==> config.mk <==
export PLATFORM = sky130hd
export DESIGN_NAME = uart_tx_mmio
export DESIGN_NICKNAME = d
export VERILOG_FILES = /design/src/rtl/uart_tx_mmio.sv
export SDC_FILE = /design/constraint.sdc
export NUM_CORES = 1
export LEC_CHECK = 0
export CAP_MARGIN = 15
export CELL_PAD_IN_SITES_DETAIL_PLACEMENT = 2
export CELL_PAD_IN_SITES_GLOBAL_PLACEMENT = 2
export CORE_MARGIN = 2
export CORE_UTILIZATION = 39
export CTS_BUF_LIST = sky130_fd_sc_hd__clkbuf_2 sky130_fd_sc_hd__clkbuf_4 sky130_fd_sc_hd__clkbuf_8
export CTS_CLUSTER_DIAMETER = 30
export DETAILED_ROUTE_END_ITERATION = 16
export MAX_ROUTING_LAYER = met4
export PLACE_DENSITY = 0.89
export SKIP_CTS_REPAIR_TIMING = 1
export SLEW_MARGIN = 20
export SYNTH_ARGS = -nofsm -noshare
export SYNTH_HDL_FRONTEND = slang
export SYNTH_SLANG_ARGS = --single-unit
==> constraint.sdc <==
create_clock -name clk_i -period 3.9 [get_ports clk_i]
set_input_delay 0.78 -clock clk_i [delete_from_list [all_inputs] [get_ports clk_i]]
set_output_delay 0.78 -clock clk_i [all_outputs]
set_load 0.03 [all_outputs]
==> src/rtl/uart_tx_mmio.sv <==
// ============================================================================
// Module   : uart_tx_mmio
// Purpose  : Memory-mapped 8N1 UART transmitter with a TX FIFO. Software
//            writes bytes to TXDATA; they are serialized LSB first on tx_o
//            once CTRL.tx_en is set.
// Ports    : clk_i            - system clock
//            resetn_i         - synchronous active-low reset
//            mem_addr_i       - byte address from the core
//            mem_read_en_i    - read request
//            mem_read_data_o  - registered read data (1-cycle latency)
//            mem_write_en_i   - write request
//            mem_write_data_i - write data
//            tx_o             - serial line, idle high
//            irq_o            - level interrupt: enabled, FIFO empty, idle
// Register map (offset from BASE_ADDR, addr[1:0] ignored):
//            0x0 CTRL     bit0 tx_en, bit1 fifo_clr (write-1, reads 0)
//            0x4 TXDATA   write pushes [7:0], reads 0
//            0x8 STATUS   bit0 empty, bit1 full, bit2 busy,
//                         bit3 overflow (W1C), [15:8] FIFO count
//            0xC BAUD_DIV [15:0] clocks per bit, 0 behaves as 1
// Revision : 1.0 - initial release
// ============================================================================
`default_nettype none

module uart_tx_mmio #(
    parameter int               XLEN         = 32,
    parameter logic [XLEN-1:0]  BASE_ADDR    = 32'hA000_0000,
    parameter int               FIFO_DEPTH   = 16,
    parameter int               CLKS_PER_BIT = 868
) (
    input  logic            clk_i,
    input  logic            resetn_i,
    input  logic [XLEN-1:0] mem_addr_i,
    input  logic            mem_read_en_i,
    output logic [XLEN-1:0] mem_read_data_o,
    input  logic            mem_write_en_i,
    input  logic [XLEN-1:0] mem_write_data_i,
    output logic            tx_o,
    output logic            irq_o
);

    localparam int AW = $clog2(FIFO_DEPTH);
    localparam int CW = AW + 1;

    localparam logic [CW-1:0] DEPTH_CNT = CW'(FIFO_DEPTH);
    localparam logic [15:0]   BAUD_RST  = 16'(CLKS_PER_BIT);

    localparam logic [1:0] ST_IDLE  = 2'd0;
    localparam logic [1:0] ST_START = 2'd1;
    localparam logic [1:0] ST_DATA  = 2'd2;
    localparam logic [1:0] ST_STOP  = 2'd3;

    localparam logic [1:0] REG_CTRL   = 2'd0;
    localparam logic [1:0] REG_TXDATA = 2'd1;
    localparam logic [1:0] REG_STATUS = 2'd2;
    localparam logic [1:0] REG_BAUD   = 2'd3;

    // ------------------------------------------------------------------
    // State
    // ------------------------------------------------------------------
    logic            tx_en_q;
    logic            ovf_q;
    logic [15:0]     baud_q;
    logic [XLEN-1:0] rdata_q;
    logic            irq_q;

    logic [7:0]      fifo_mem [FIFO_DEPTH];
    logic [AW-1:0]   wr_ptr_q, wr_ptr_d;
    logic [AW-1:0]   rd_ptr_q, rd_ptr_d;
    logic [CW-1:0]   count_q,  count_d;

    logic [1:0]      state_q, state_d;
    logic [15:0]     cnt_q,   cnt_d;     // cycles left in the current bit
    logic [15:0]     div_q,   div_d;     // divisor latched at START
    logic [2:0]      bit_q,   bit_d;
    logic [7:0]      shift_q, shift_d;
    logic            tx_q,    tx_d;

    // ------------------------------------------------------------------
    // Bus decode
    // ------------------------------------------------------------------
    logic       w_hit;
    logic [1:0] w_sel;
    logic       w_wr;
    logic       w_ctrl_wr, w_clr, w_push_req, w_stat_wr, w_baud_wr;

    assign w_hit      = (mem_addr_i[XLEN-1:4] == BASE_ADDR[XLEN-1:4]);
    assign w_sel      = mem_addr_i[3:2];
    assign w_wr       = mem_write_en_i && w_hit;
    assign w_ctrl_wr  = w_wr && (w_sel == REG_CTRL);
    assign w_clr      = w_ctrl_wr && mem_write_data_i[1];
    assign w_push_req = w_wr && (w_sel == REG_TXDATA);
    assign w_stat_wr  = w_wr && (w_sel == REG_STATUS);
    assign w_baud_wr  = w_wr && (w_sel == REG_BAUD);

    // Byte-lane bits and upper data bits carry no meaning here.
    logic w_unused;
    assign w_unused = ^{mem_addr_i[1:0], mem_write_data_i[XLEN-1:16]};

    // ------------------------------------------------------------------
    // FIFO status and push/pop qualification
    // ------------------------------------------------------------------
    logic        w_empty, w_full, w_pop, w_push, w_ovf_set, w_start_ok;
    logic [15:0] w_baud_eff;

    assign w_empty    = (count_q == '0);
    assign w_full     = (count_q == DEPTH_CNT);
    assign w_start_ok = tx_en_q && !w_empty;
    assign w_baud_eff = (baud_q == 16'd0) ? 16'd1 : baud_q;

    // A push into a full FIFO survives only if the FSM pops the same cycle.
    // A clear in the same cycle always discards the push without flagging it.
    assign w_push    = w_push_req && !w_clr && (!w_full || w_pop);
    assign w_ovf_set = w_push_req && !w_clr && w_full && !w_pop;

    always_comb begin
        wr_ptr_d = wr_ptr_q;
        rd_ptr_d = rd_ptr_q;
        count_d  = count_q;
        if (w_clr) begin
            wr_ptr_d = '0;
            rd_ptr_d = '0;
            count_d  = '0;
        end else begin
            if (w_push) wr_ptr_d = wr_ptr_q + AW'(1);
            if (w_pop)  rd_ptr_d = rd_ptr_q + AW'(1);
            case ({w_push, w_pop})
                2'b10:   count_d = count_q + CW'(1);
                2'b01:   count_d = count_q - CW'(1);
                default: count_d = count_q;
            endcase
        end
    end

    always_ff @(posedge clk_i) begin
        if (w_push) fifo_mem[wr_ptr_q] <= mem_write_data_i[7:0];
    end

    // ------------------------------------------------------------------
    // TX state machine
    // ------------------------------------------------------------------
    always_comb begin
        state_d = state_q;
        cnt_d   = cnt_q;
        div_d   = div_q;
        bit_d   = bit_q;
        shift_d = shift_q;
        w_pop   = 1'b0;
        case (state_q)
            ST_IDLE: begin
                if (w_start_ok) begin
                    w_pop   = 1'b1;
                    state_d = ST_START;
                    shift_d = fifo_mem[rd_ptr_q];
                    cnt_d   = w_baud_eff;
                    div_d   = w_baud_eff;
                end
            end
            ST_START: begin
                if (cnt_q == 16'd1) begin
                    state_d = ST_DATA;
                    cnt_d   = div_q;
                    bit_d   = 3'd0;
                end else begin
                    cnt_d = cnt_q - 16'd1;
                end
            end
            ST_DATA: begin
                if (cnt_q == 16'd1) begin
                    cnt_d   = div_q;
                    shift_d = {1'b0, shift_q[7:1]};
                    if (bit_q == 3'd7) state_d = ST_STOP;
                    else               bit_d   = bit_q + 3'd1;
                end else begin
                    cnt_d = cnt_q - 16'd1;
                end
            end
            default: begin // ST_STOP
                if (cnt_q == 16'd1) begin
                    // Chain straight into the next START so frames abut.
                    if (w_start_ok) begin
                        w_pop   = 1'b1;
                        state_d = ST_START;
                        shift_d = fifo_mem[rd_ptr_q];
                        cnt_d   = w_baud_eff;
                        div_d   = w_baud_eff;
                    end else begin
                        state_d = ST_IDLE;
                    end
                end else begin
                    cnt_d = cnt_q - 16'd1;
                end
            end
        endcase
    end

    // Line level follows the next state so tx_o is a clean register output.
    always_comb begin
        case (state_d)
            ST_START: tx_d = 1'b0;
            ST_DATA:  tx_d = shift_d[0];
            default:  tx_d = 1'b1;
        endcase
    end

    // ------------------------------------------------------------------
    // Read mux (pre-write register values)
    // ------------------------------------------------------------------
    logic [XLEN-1:0] w_rd_val;

    always_comb begin
        w_rd_val = '0;
        case (w_sel)
            REG_CTRL:   w_rd_val[0] = tx_en_q;
            REG_STATUS: begin
                w_rd_val[0]    = w_empty;
                w_rd_val[1]    = w_full;
                w_rd_val[2]    = (state_q != ST_IDLE);
                w_rd_val[3]    = ovf_q;
                w_rd_val[15:8] = 8'(count_q);
            end
            REG_BAUD:   w_rd_val[15:0] = baud_q;
            default:    w_rd_val = '0;
        endcase
    end

    // ------------------------------------------------------------------
    // Sequential state
    // ------------------------------------------------------------------
    always_ff @(posedge clk_i) begin
        if (!resetn_i) begin
            tx_en_q  <= 1'b0;
            ovf_q    <= 1'b0;
            baud_q   <= BAUD_RST;
            rdata_q  <= '0;
            irq_q    <= 1'b0;
            wr_ptr_q <= '0;
            rd_ptr_q <= '0;
            count_q  <= '0;
            state_q  <= ST_IDLE;
            cnt_q    <= 16'd0;
            div_q    <= 16'd1;
            bit_q    <= 3'd0;
            shift_q  <= 8'd0;
            tx_q     <= 1'b1;
        end else begin
            if (w_ctrl_wr) tx_en_q <= mem_write_data_i[0];
            if (w_baud_wr) baud_q  <= mem_write_data_i[15:0];

            if (w_ovf_set)                           ovf_q <= 1'b1;
            else if (w_stat_wr && mem_write_data_i[3]) ovf_q <= 1'b0;

            if (mem_read_en_i) rdata_q <= w_hit ? w_rd_val : '0;

            irq_q    <= tx_en_q && w_empty && (state_q == ST_IDLE);

            wr_ptr_q <= wr_ptr_d;
            rd_ptr_q <= rd_ptr_d;
            count_q  <= count_d;
            state_q  <= state_d;
            cnt_q    <= cnt_d;
            div_q    <= div_d;
            bit_q    <= bit_d;
            shift_q  <= shift_d;
            tx_q     <= tx_d;
        end
    end

    assign mem_read_data_o = rdata_q;
    assign tx_o            = tx_q;
    assign irq_o           = irq_q;

endmodule

`default_nettype wire

==> qor.log, run 1 <==
qor: status.status finished clean
qor: timing.timing.final.setup_violations 0
qor: die.std_cell_rows 57
qor: global_routing.grt.total_usage 0.296
qor: timing.maxClockFrequency 0.271 GHz
qor: cells_and_area.stdcell_count 1265
qor: synth.synthesis.instances 783
qor: detailed_routing.avgViaCountPerCell 5.86
qor: detailed_routing.route.detailed.drc 0
qor: pwr.static-leakage-power 0.00409 uW
qor: clock_network.root_buf_cell sky130_fd_sc_hd__clkbuf_8
qor: global_routing.grt.busiest_layer met2
qor: die.initial_utilization 0.399
qor: place.gp_routability_congestion 0.772
qor: timing.actual_transition_at_the_worst_max_transition_pin 0.957 ns
qor: detailed_routing.first_pass_iters 5
qor: global_routing.grt_first_pass_wirelength 55400 um
qor: synth.postSynth.asyncResetShare 0
qor: global_routing.largest_net_degree_at_the_start_of_global_routing 73
qor: worst_setup_path.worstSetupEndpointType flop
qor: cells_and_area.final_util 0.497
qor: synth.avgSynthCellArea 12.5 um^2
qor: synth.synth_ff_type sky130_fd_sc_hd__edfxtp_1
qor: worst_setup_path.timing.critical_path.fanout_max 6
qor: synth.synth-seq-cells 226
qor: global_routing.met1_usage 0.328
qor: synth.synth_warnings 0
qor: clock_network.max-clock-path-buffers 3
qor: timing.final-hold-violation-count 0
qor: min_path.hold_depth 2
qor: cells_and_area.finish.net_count 979
qor: pwr.irDropWorstVdd 367 uV
qor: timing.period_minus_slack 3.68 ns
qor: place.post-place-cells 1166
qor: place.place_hpwl 21200 um
qor: clock_network.clkSinkCount 226
qor: flow_run.max_cap_viol_count 0
qor: timing.fin_setup_tns 0 ns
qor: die.coreArea 24500 um^2
qor: worst_setup_path.crit_path_start_kind flop
qor: synth.synth-seq-area-share 0.594
qor: global_routing.antenna_found_initial 1
qor: detailed_routing.dr_total_vias 7411
qor: pwr.power-per-cell-area 606 nW/um^2
qor: detailed_routing.antenna_violating_nets_post_route 0
qor: global_routing.met2_capacity_usage_during_global_routing 0.518
qor: worst_setup_path.critPathKind flop to flop
qor: min_path.holdCritPathClass flop to flop
qor: worst_setup_path.worst_r2r_path_depth 11
qor: timing.worst_slew_margin_rel 0.360
qor: clock_network.tritoncts done
qor: global_routing.number_of_global_route_vias_before_repair 8214
qor: detailed_routing.finalWirelength 37200 um
qor: timing.timing.hold.ws 0.490 ns
qor: detailed_routing.first_iter_violations 612
qor: cells_and_area.synth_to_layout_area_growth 24.4%
qor: timing.finalCritPeriodShare 0.945
qor: timing.fin_skew 0.0360 ns
qor: synth.synth.cell_area 9770 um^2
qor: synth.synth-edff-count 128
qor: detailed_routing.wire_per_inst 29.4 um
qor: clock_network.cts.reportedPaths.clkPinSlew 0.06 ns
qor: die.floorplan.io_pins 102
qor: synth.ys_types 66
qor: timing.unrepaired_setup_endpoints_after_global_routing no
qor: clock_network.worstSkewPairLatency 0.61 ns
qor: die.die_area 26300 um^2
qor: die.die_width 162 um
qor: die.y_dimension_of_the_die 162 um
qor: place.port_buffers 67
qor: clock_network.cts_buffers 52
qor: global_routing.overflow 0
qor: cells_and_area.post_route_cells_drive_above_1_share 0.207
qor: worst_setup_path.arrival_time_of_the_worst_setup_path 4.13 ns
qor: clock_network.ctsHtreeMaxLevel 2
qor: global_routing.global_route_track_usage_on_met3 0.0513
qor: timing.final_max_slew_viol_count 0
qor: worst_setup_path.worstPathRequired 4.35 ns
-- layout make-up --
type | instances | area (um^2)
sequential | 226 | 5810
clock inverter | 39 | 523
multi-input combinational | 503 | 3660
tap | 324 | 405
antenna | 1 | 2.50
timing repair buffer | 102 | 933
clock buffer | 59 | 774
inverter | 11 | 41.3
fill | 2336 | 12300
-- power by group --
part | switching (uW) | internal, uW | leakage (uW)
logic | 811 | 443 | 0.00150
registers | 99.8 | 2580 | 0.00194
clock network | 1330 | 2100 | 0.000654
total | 2240 | 5130 | 0.00409
-- layout by cell type, fill, tap and decap left out, types with 19 or more instances in the layout --
cell,n
sky130_fd_sc_hd__edfxtp_1,128
sky130_fd_sc_hd__nor2_1,96
sky130_fd_sc_hd__dfxtp_1,96
sky130_fd_sc_hd__nand2_1,69
sky130_fd_sc_hd__clkdlybuf4s50_1,67
sky130_fd_sc_hd__clkbuf_8,53
sky130_fd_sc_hd__a21oi_1,50
sky130_fd_sc_hd__mux4_2,40
sky130_fd_sc_hd__buf_4,35
sky130_fd_sc_hd__nand3_1,19
sky130_fd_sc_hd__mux2i_1,19
-- registers in the layout, indices dropped and copies added, names as in the netlist, 2 cells and up, named ones only --
| register | cells |
|---|---|
| div_q | 16 |
| bit_q | 3 |
| state_q | 2 |
| mem_read_data_o | 16 |
| rd_ptr_q | 4 |
| wr_ptr_q | 4 |
| fifo_mem | 128 |
| cnt_q | 16 |
| baud_q | 16 |
| count_q | 5 |
| shift_q | 8 |
-- metrics by stage --
| stage | power (uW) | setup WS, ns | cell area [um^2] |
|---|---|---|---|
| global route | 7630 | 0.0479 | 12200 |
| finish | 7370 | 0.216 | 12200 |
| detailed placement | 3870 | 0.0705 | 10800 |
| global placement | 3830 | 0.354 | 10800 |
| CTS | 7390 | 0.112 | 12100 |
| floorplan | 3560 | 0.745 | 9830 |
-- path summary, 6_finish.rpt --
kind / from / slack, ns / end
setup / recovery: state_q[1]$_SDFF_PN0_ / 0.22 / count_q[2]$_SDFFE_PP0P_
hold / removal: mem_read_data_o[3]$_SDFFE_PN0P_ / 0.49 / mem_read_data_o[3]$_SDFFE_PN0P_
setup reg to reg: state_q[1]$_SDFF_PN0_ / 0.22 / count_q[2]$_SDFFE_PP0P_
hold reg to reg: mem_read_data_o[3]$_SDFFE_PN0P_ / 0.49 / mem_read_data_o[3]$_SDFFE_PN0P_
-- cell families after synthesis --
group / count (synthesis) / share of synthesized area
AO/OA/AOI/OAI: 126 / 0.0843
flip-flops: 226 / 0.594
adder cells (fa/ha/maj): 15 / 0.0192
other: 1 / 0.000384
multiplexers: 61 / 0.115
XOR/XNOR: 16 / 0.0143
buffers and inverters: 69 / 0.0378
AND/OR/NAND/NOR: 269 / 0.135
-- cells in the mapped netlist (13+ instances only) --
master | count | area (um^2)
sky130_fd_sc_hd__edfxtp_1 | 128 | 3840
sky130_fd_sc_hd__dfxtp_1 | 98 | 1960
sky130_fd_sc_hd__nor2_1 | 96 | 360
sky130_fd_sc_hd__nand2_1 | 69 | 259
sky130_fd_sc_hd__a21oi_1 | 50 | 250
sky130_fd_sc_hd__mux4_2 | 40 | 901
sky130_fd_sc_hd__clkbuf_1 | 23 | 86.3
sky130_fd_sc_hd__mux2i_1 | 19 | 190
sky130_fd_sc_hd__nand3_1 | 19 | 95.1
sky130_fd_sc_hd__buf_4 | 18 | 135
sky130_fd_sc_hd__a221oi_1 | 17 | 149
sky130_fd_sc_hd__nor3_1 | 17 | 85.1
sky130_fd_sc_hd__o21ai_0 | 17 | 85.1
sky130_fd_sc_hd__ha_1 | 15 | 188
sky130_fd_sc_hd__nor2b_1 | 15 | 93.8
sky130_fd_sc_hd__a22oi_1 | 13 | 97.6
-- worst max-delay path: stages (launching register included) --
cell	delay, ns
sky130_fd_sc_hd__dfxtp_1	0.50
sky130_fd_sc_hd__ha_1	0.29
sky130_fd_sc_hd__nor4b_2	0.34
sky130_fd_sc_hd__a41oi_1	0.32
sky130_fd_sc_hd__nand2b_1	0.42
sky130_fd_sc_hd__nor2_1	0.35
sky130_fd_sc_hd__xor2_1	0.14
sky130_fd_sc_hd__ha_1	0.26
sky130_fd_sc_hd__or4_1	0.53
sky130_fd_sc_hd__o21ai_0	0.12
sky130_fd_sc_hd__xnor2_1	0.18
sky130_fd_sc_hd__nor2_1	0.09
-- routing by layer --
metal  part of all wire  wire [um]  vias up
li1                   -          -     3138
met1               0.37      13900     3880
met2               0.53      19800      286
met3              0.050       1850      107
met4              0.046       1700        0
met5                  0          0        -
(Power assumes the default switching activity.)
==> run 2: changes to the inputs <==
--- a/config.mk
+++ b/config.mk
@@ -12,6 +12,7 @@
 export CORE_UTILIZATION = 39
 export CTS_BUF_LIST = sky130_fd_sc_hd__clkbuf_2 sky130_fd_sc_hd__clkbuf_4 sky130_fd_sc_hd__clkbuf_8
 export CTS_CLUSTER_DIAMETER = 30
+export CTS_CLUSTER_SIZE = 16
 export DETAILED_ROUTE_END_ITERATION = 16
 export MAX_ROUTING_LAYER = met4
 export PLACE_DENSITY = 0.89
==> qor.log, run 2 (synthesis gave the netlist of run 1 again) <==
qor: clock_network.cts.reportedPaths.clkPinSlew 0.07 ns [was 0.06 ns]
qor: worst_setup_path.timing.critical_path.fanout_max 7 [was 6]
qor: timing.maxClockFrequency 0.268 GHz [was 0.271 GHz]
qor: detailed_routing.antenna_violating_nets_post_route 0 [unchanged]
qor: pwr.power-per-cell-area 591 nW/um^2 [was 606 nW/um^2]
qor: cells_and_area.max_reg_flops 128 [unchanged]
qor: worst_setup_path.worst_r2r_startpoint state_q[0]$_SDFF_PN0_ [was state_q[1]$_SDFF_PN0_]
qor: cells_and_area.final_cell_mix 128 x sky130_fd_sc_hd__edfxtp_1, 96 x sky130_fd_sc_hd__nor2_1, 96 x sky130_fd_sc_hd__dfxtp_1, 69 x sky130_fd_sc_hd__nand2_1, 67 x sky130_fd_sc_hd__clkdlybuf4s50_1 [unchanged]
qor: clock_network.tritoncts done [unchanged]
qor: global_routing.grt.total_usage 0.278 [was 0.296]
qor: die.coreArea 24500 um^2 [unchanged]
qor: timing.actual_transition_at_the_worst_max_transition_pin 0.906 ns [was 0.957 ns]
qor: status.status finished clean [unchanged]
qor: die.initial_utilization 0.399 [unchanged]
qor: clock_network.ctsHtreeMaxLevel 2 [unchanged]
qor: worst_setup_path.arrival_time_of_the_worst_setup_path 4.17 ns [was 4.13 ns]
qor: cells_and_area.antennaDiodeCount 0 [was 1]
qor: place.post-place-cells 1166 [unchanged]
qor: timing.worst_slew_margin_rel 0.394 [was 0.360]
qor: pwr.power.share.switching 0.309 [was 0.304]
qor: pwr.static-leakage-power 0.00404 uW [was 0.00409 uW]
qor: worst_setup_path.crit_path_start_kind flop [unchanged]
qor: global_routing.overflow 0 [unchanged]
qor: detailed_routing.wire_per_inst 28.1 um [was 29.4 um]
qor: worst_setup_path.worstSetupEndpointType flop [unchanged]
qor: clock_network.clkSinkCount 226 [unchanged]
qor: place.gp_routability_congestion 0.772 [unchanged]
qor: timing.final_max_slew_viol_count 0 [unchanged]
qor: cells_and_area.layout_commonest_cell sky130_fd_sc_hd__edfxtp_1 [unchanged]
qor: cells_and_area.final_area 12000 um^2 [was 12200 um^2]
qor: cells_and_area.largest-register fifo_mem [unchanged]
qor: detailed_routing.first_iter_violations 647 [was 612]
qor: cells_and_area.finish.net_count 976 [was 979]
qor: place.port_buffers 67 [unchanged]
qor: min_path.worst_hold_startpoint mem_read_data_o[1]$_SDFFE_PN0P_ [was mem_read_data_o[3]$_SDFFE_PN0P_]
qor: worst_setup_path.crit_path_start state_q[0]$_SDFF_PN0_ [was state_q[1]$_SDFF_PN0_]
qor: cells_and_area.stdcell_count 1256 [was 1265]
qor: worst_setup_path.critPathKind flop to flop [unchanged]
qor: pwr.irDropWorstVdd 366 uV [was 367 uV]
qor: pwr.switching_power_summed_over_all_nets 2200 uW [was 2240 uW]
qor: die.std_cell_rows 57 [unchanged]
qor: die.die_width 162 um [unchanged]
qor: pwr.intPower 4920 uW [was 5130 uW]
qor: timing.period_minus_slack 3.73 ns [was 3.68 ns]
qor: cells_and_area.synth_to_layout_area_growth 23.3% [was 24.4%]
qor: clock_network.root_buf_cell sky130_fd_sc_hd__clkbuf_8 [unchanged]
qor: global_routing.grt_first_pass_wirelength 53000 um [was 55400 um]
qor: pwr.p_seq_frac 0.375 [was 0.364]
qor: detailed_routing.first_pass_iters 5 [unchanged]
qor: die.floorplan.io_pins 102 [unchanged]
qor: clock_network.max-clock-path-buffers 3 [unchanged]
qor: detailed_routing.route.detailed.drc 0 [unchanged]
qor: timing.final-hold-violation-count 0 [unchanged]
qor: timing.timing.final.setup_violations 0 [unchanged]
qor: pwr.share_comb_of_total_power 0.172 [was 0.170]
qor: cells_and_area.final_util 0.493 [was 0.497]
qor: pwr.share_clk_of_total_power 0.453 [was 0.466]
qor: place.place_hpwl 21200 um [unchanged]
qor: flow_run.max_cap_viol_count 0 [unchanged]
qor: timing.fin_skew 0.0483 ns [was 0.0360 ns]
qor: timing.finalCritPeriodShare 0.957 [was 0.945]
qor: worst_setup_path.worstPathRequired 4.34 ns [was 4.35 ns]
qor: global_routing.largest_net_degree_at_the_start_of_global_routing 73 [unchanged]
qor: die.y_dimension_of_the_die 162 um [unchanged]
qor: cells_and_area.post_route_cells_drive_above_1_share 0.202 [was 0.207]
qor: detailed_routing.avgViaCountPerCell 5.85 [was 5.86]
qor: place.placed_cell_area 10800 um^2 [unchanged]
qor: global_routing.number_of_global_route_vias_before_repair 8089 [was 8214]
qor: clock_network.worstSkewPairLatency 0.61 ns [about the same]
qor: timing.timing.hold.ws 0.491 ns [was 0.490 ns]
qor: timing.fin_setup_tns 0 ns [unchanged]
qor: detailed_routing.finalWirelength 35300 um [was 37200 um]
qor: detailed_routing.dr_total_vias 7344 [was 7411]
qor: clock_network.cts_buffers 49 [was 52]
qor: global_routing.antenna_found_initial 0 [was 1]
qor: die.die_area 26300 um^2 [unchanged]
qor: min_path.holdCritPathClass flop to flop [unchanged]
-- run 2: path summary, 6_finish.rpt --
kind	end	slack, ns	cells past startpoint
setup / recovery	count_q[2]$_SDFFE_PP0P_	0.17	11
hold reg to reg	mem_read_data_o[1]$_SDFFE_PN0P_	0.49	2
setup reg to reg	count_q[2]$_SDFFE_PP0P_	0.17	11
hold / removal	mem_read_data_o[1]$_SDFFE_PN0P_	0.49	2
-- run 2: worst max-delay path, stage by stage (launching register included) --
cell,delay [ns]
sky130_fd_sc_hd__dfxtp_1,0.50
sky130_fd_sc_hd__ha_1,0.30
sky130_fd_sc_hd__nor4b_2,0.37
sky130_fd_sc_hd__a41oi_1,0.28
sky130_fd_sc_hd__nand2b_1,0.40
sky130_fd_sc_hd__nor2_1,0.37
sky130_fd_sc_hd__xor2_1,0.14
sky130_fd_sc_hd__ha_1,0.26
sky130_fd_sc_hd__or4_1,0.55
sky130_fd_sc_hd__o21ai_0,0.15
sky130_fd_sc_hd__xnor2_1,0.20
sky130_fd_sc_hd__nor2_1,0.09
-- run 2: through the flow --
step           worst slack, ns  total power [uW]
2_1_floorplan            0.745              3560
3_3_place_gp             0.354              3830
3_5_place_dp            0.0705              3870
4_1_cts                  0.136              7130
5_1_grt               -0.00649              7380
6_report                 0.169              7120
-- run 2: routing by layer --
metal,wire (um),up-vias,GRT usage
met5,0,-,-
li1,-,3130,-
met4,867,0,0.0800
met1,13700,3854,0.333
met2,18900,289,0.489
met3,1810,71,0.0406
-- run 2: layout make-up --
| type | count | area [um^2] |
|---|---|---|
| clock inverter | 35 | 469 |
| sequential | 226 | 5810 |
| clock buffer | 55 | 726 |
| fill | 2321 | 12400 |
| multi-input combinational | 503 | 3660 |
| timing repair buffer | 102 | 933 |
| inverter | 11 | 41.3 |
| tap | 324 | 405 |
-- run 2: power groups by stage --
stage	Combinational, uW	Clock [uW]	Sequential [uW]
after CTS	1200	3260	2670
after detailed placement	1160	0	2710
final	1220	3220	2670
after floorplan	861	0	2700
after global placement	1120	0	2710
after global routing	1340	3360	2680
==> run 3: changes to the inputs <==
--- a/config.mk
+++ b/config.mk
@@ -5,6 +5,7 @@
 export SDC_FILE = /design/constraint.sdc
 export NUM_CORES = 1
 export LEC_CHECK = 0
+export ABC_CLOCK_PERIOD_IN_PS = 3900
 export CAP_MARGIN = 15
 export CELL_PAD_IN_SITES_DETAIL_PLACEMENT = 2
 export CELL_PAD_IN_SITES_GLOBAL_PLACEMENT = 2
==> results of run 3 <==
The final DEF is identical to that of run 2; final timing and power are the same.
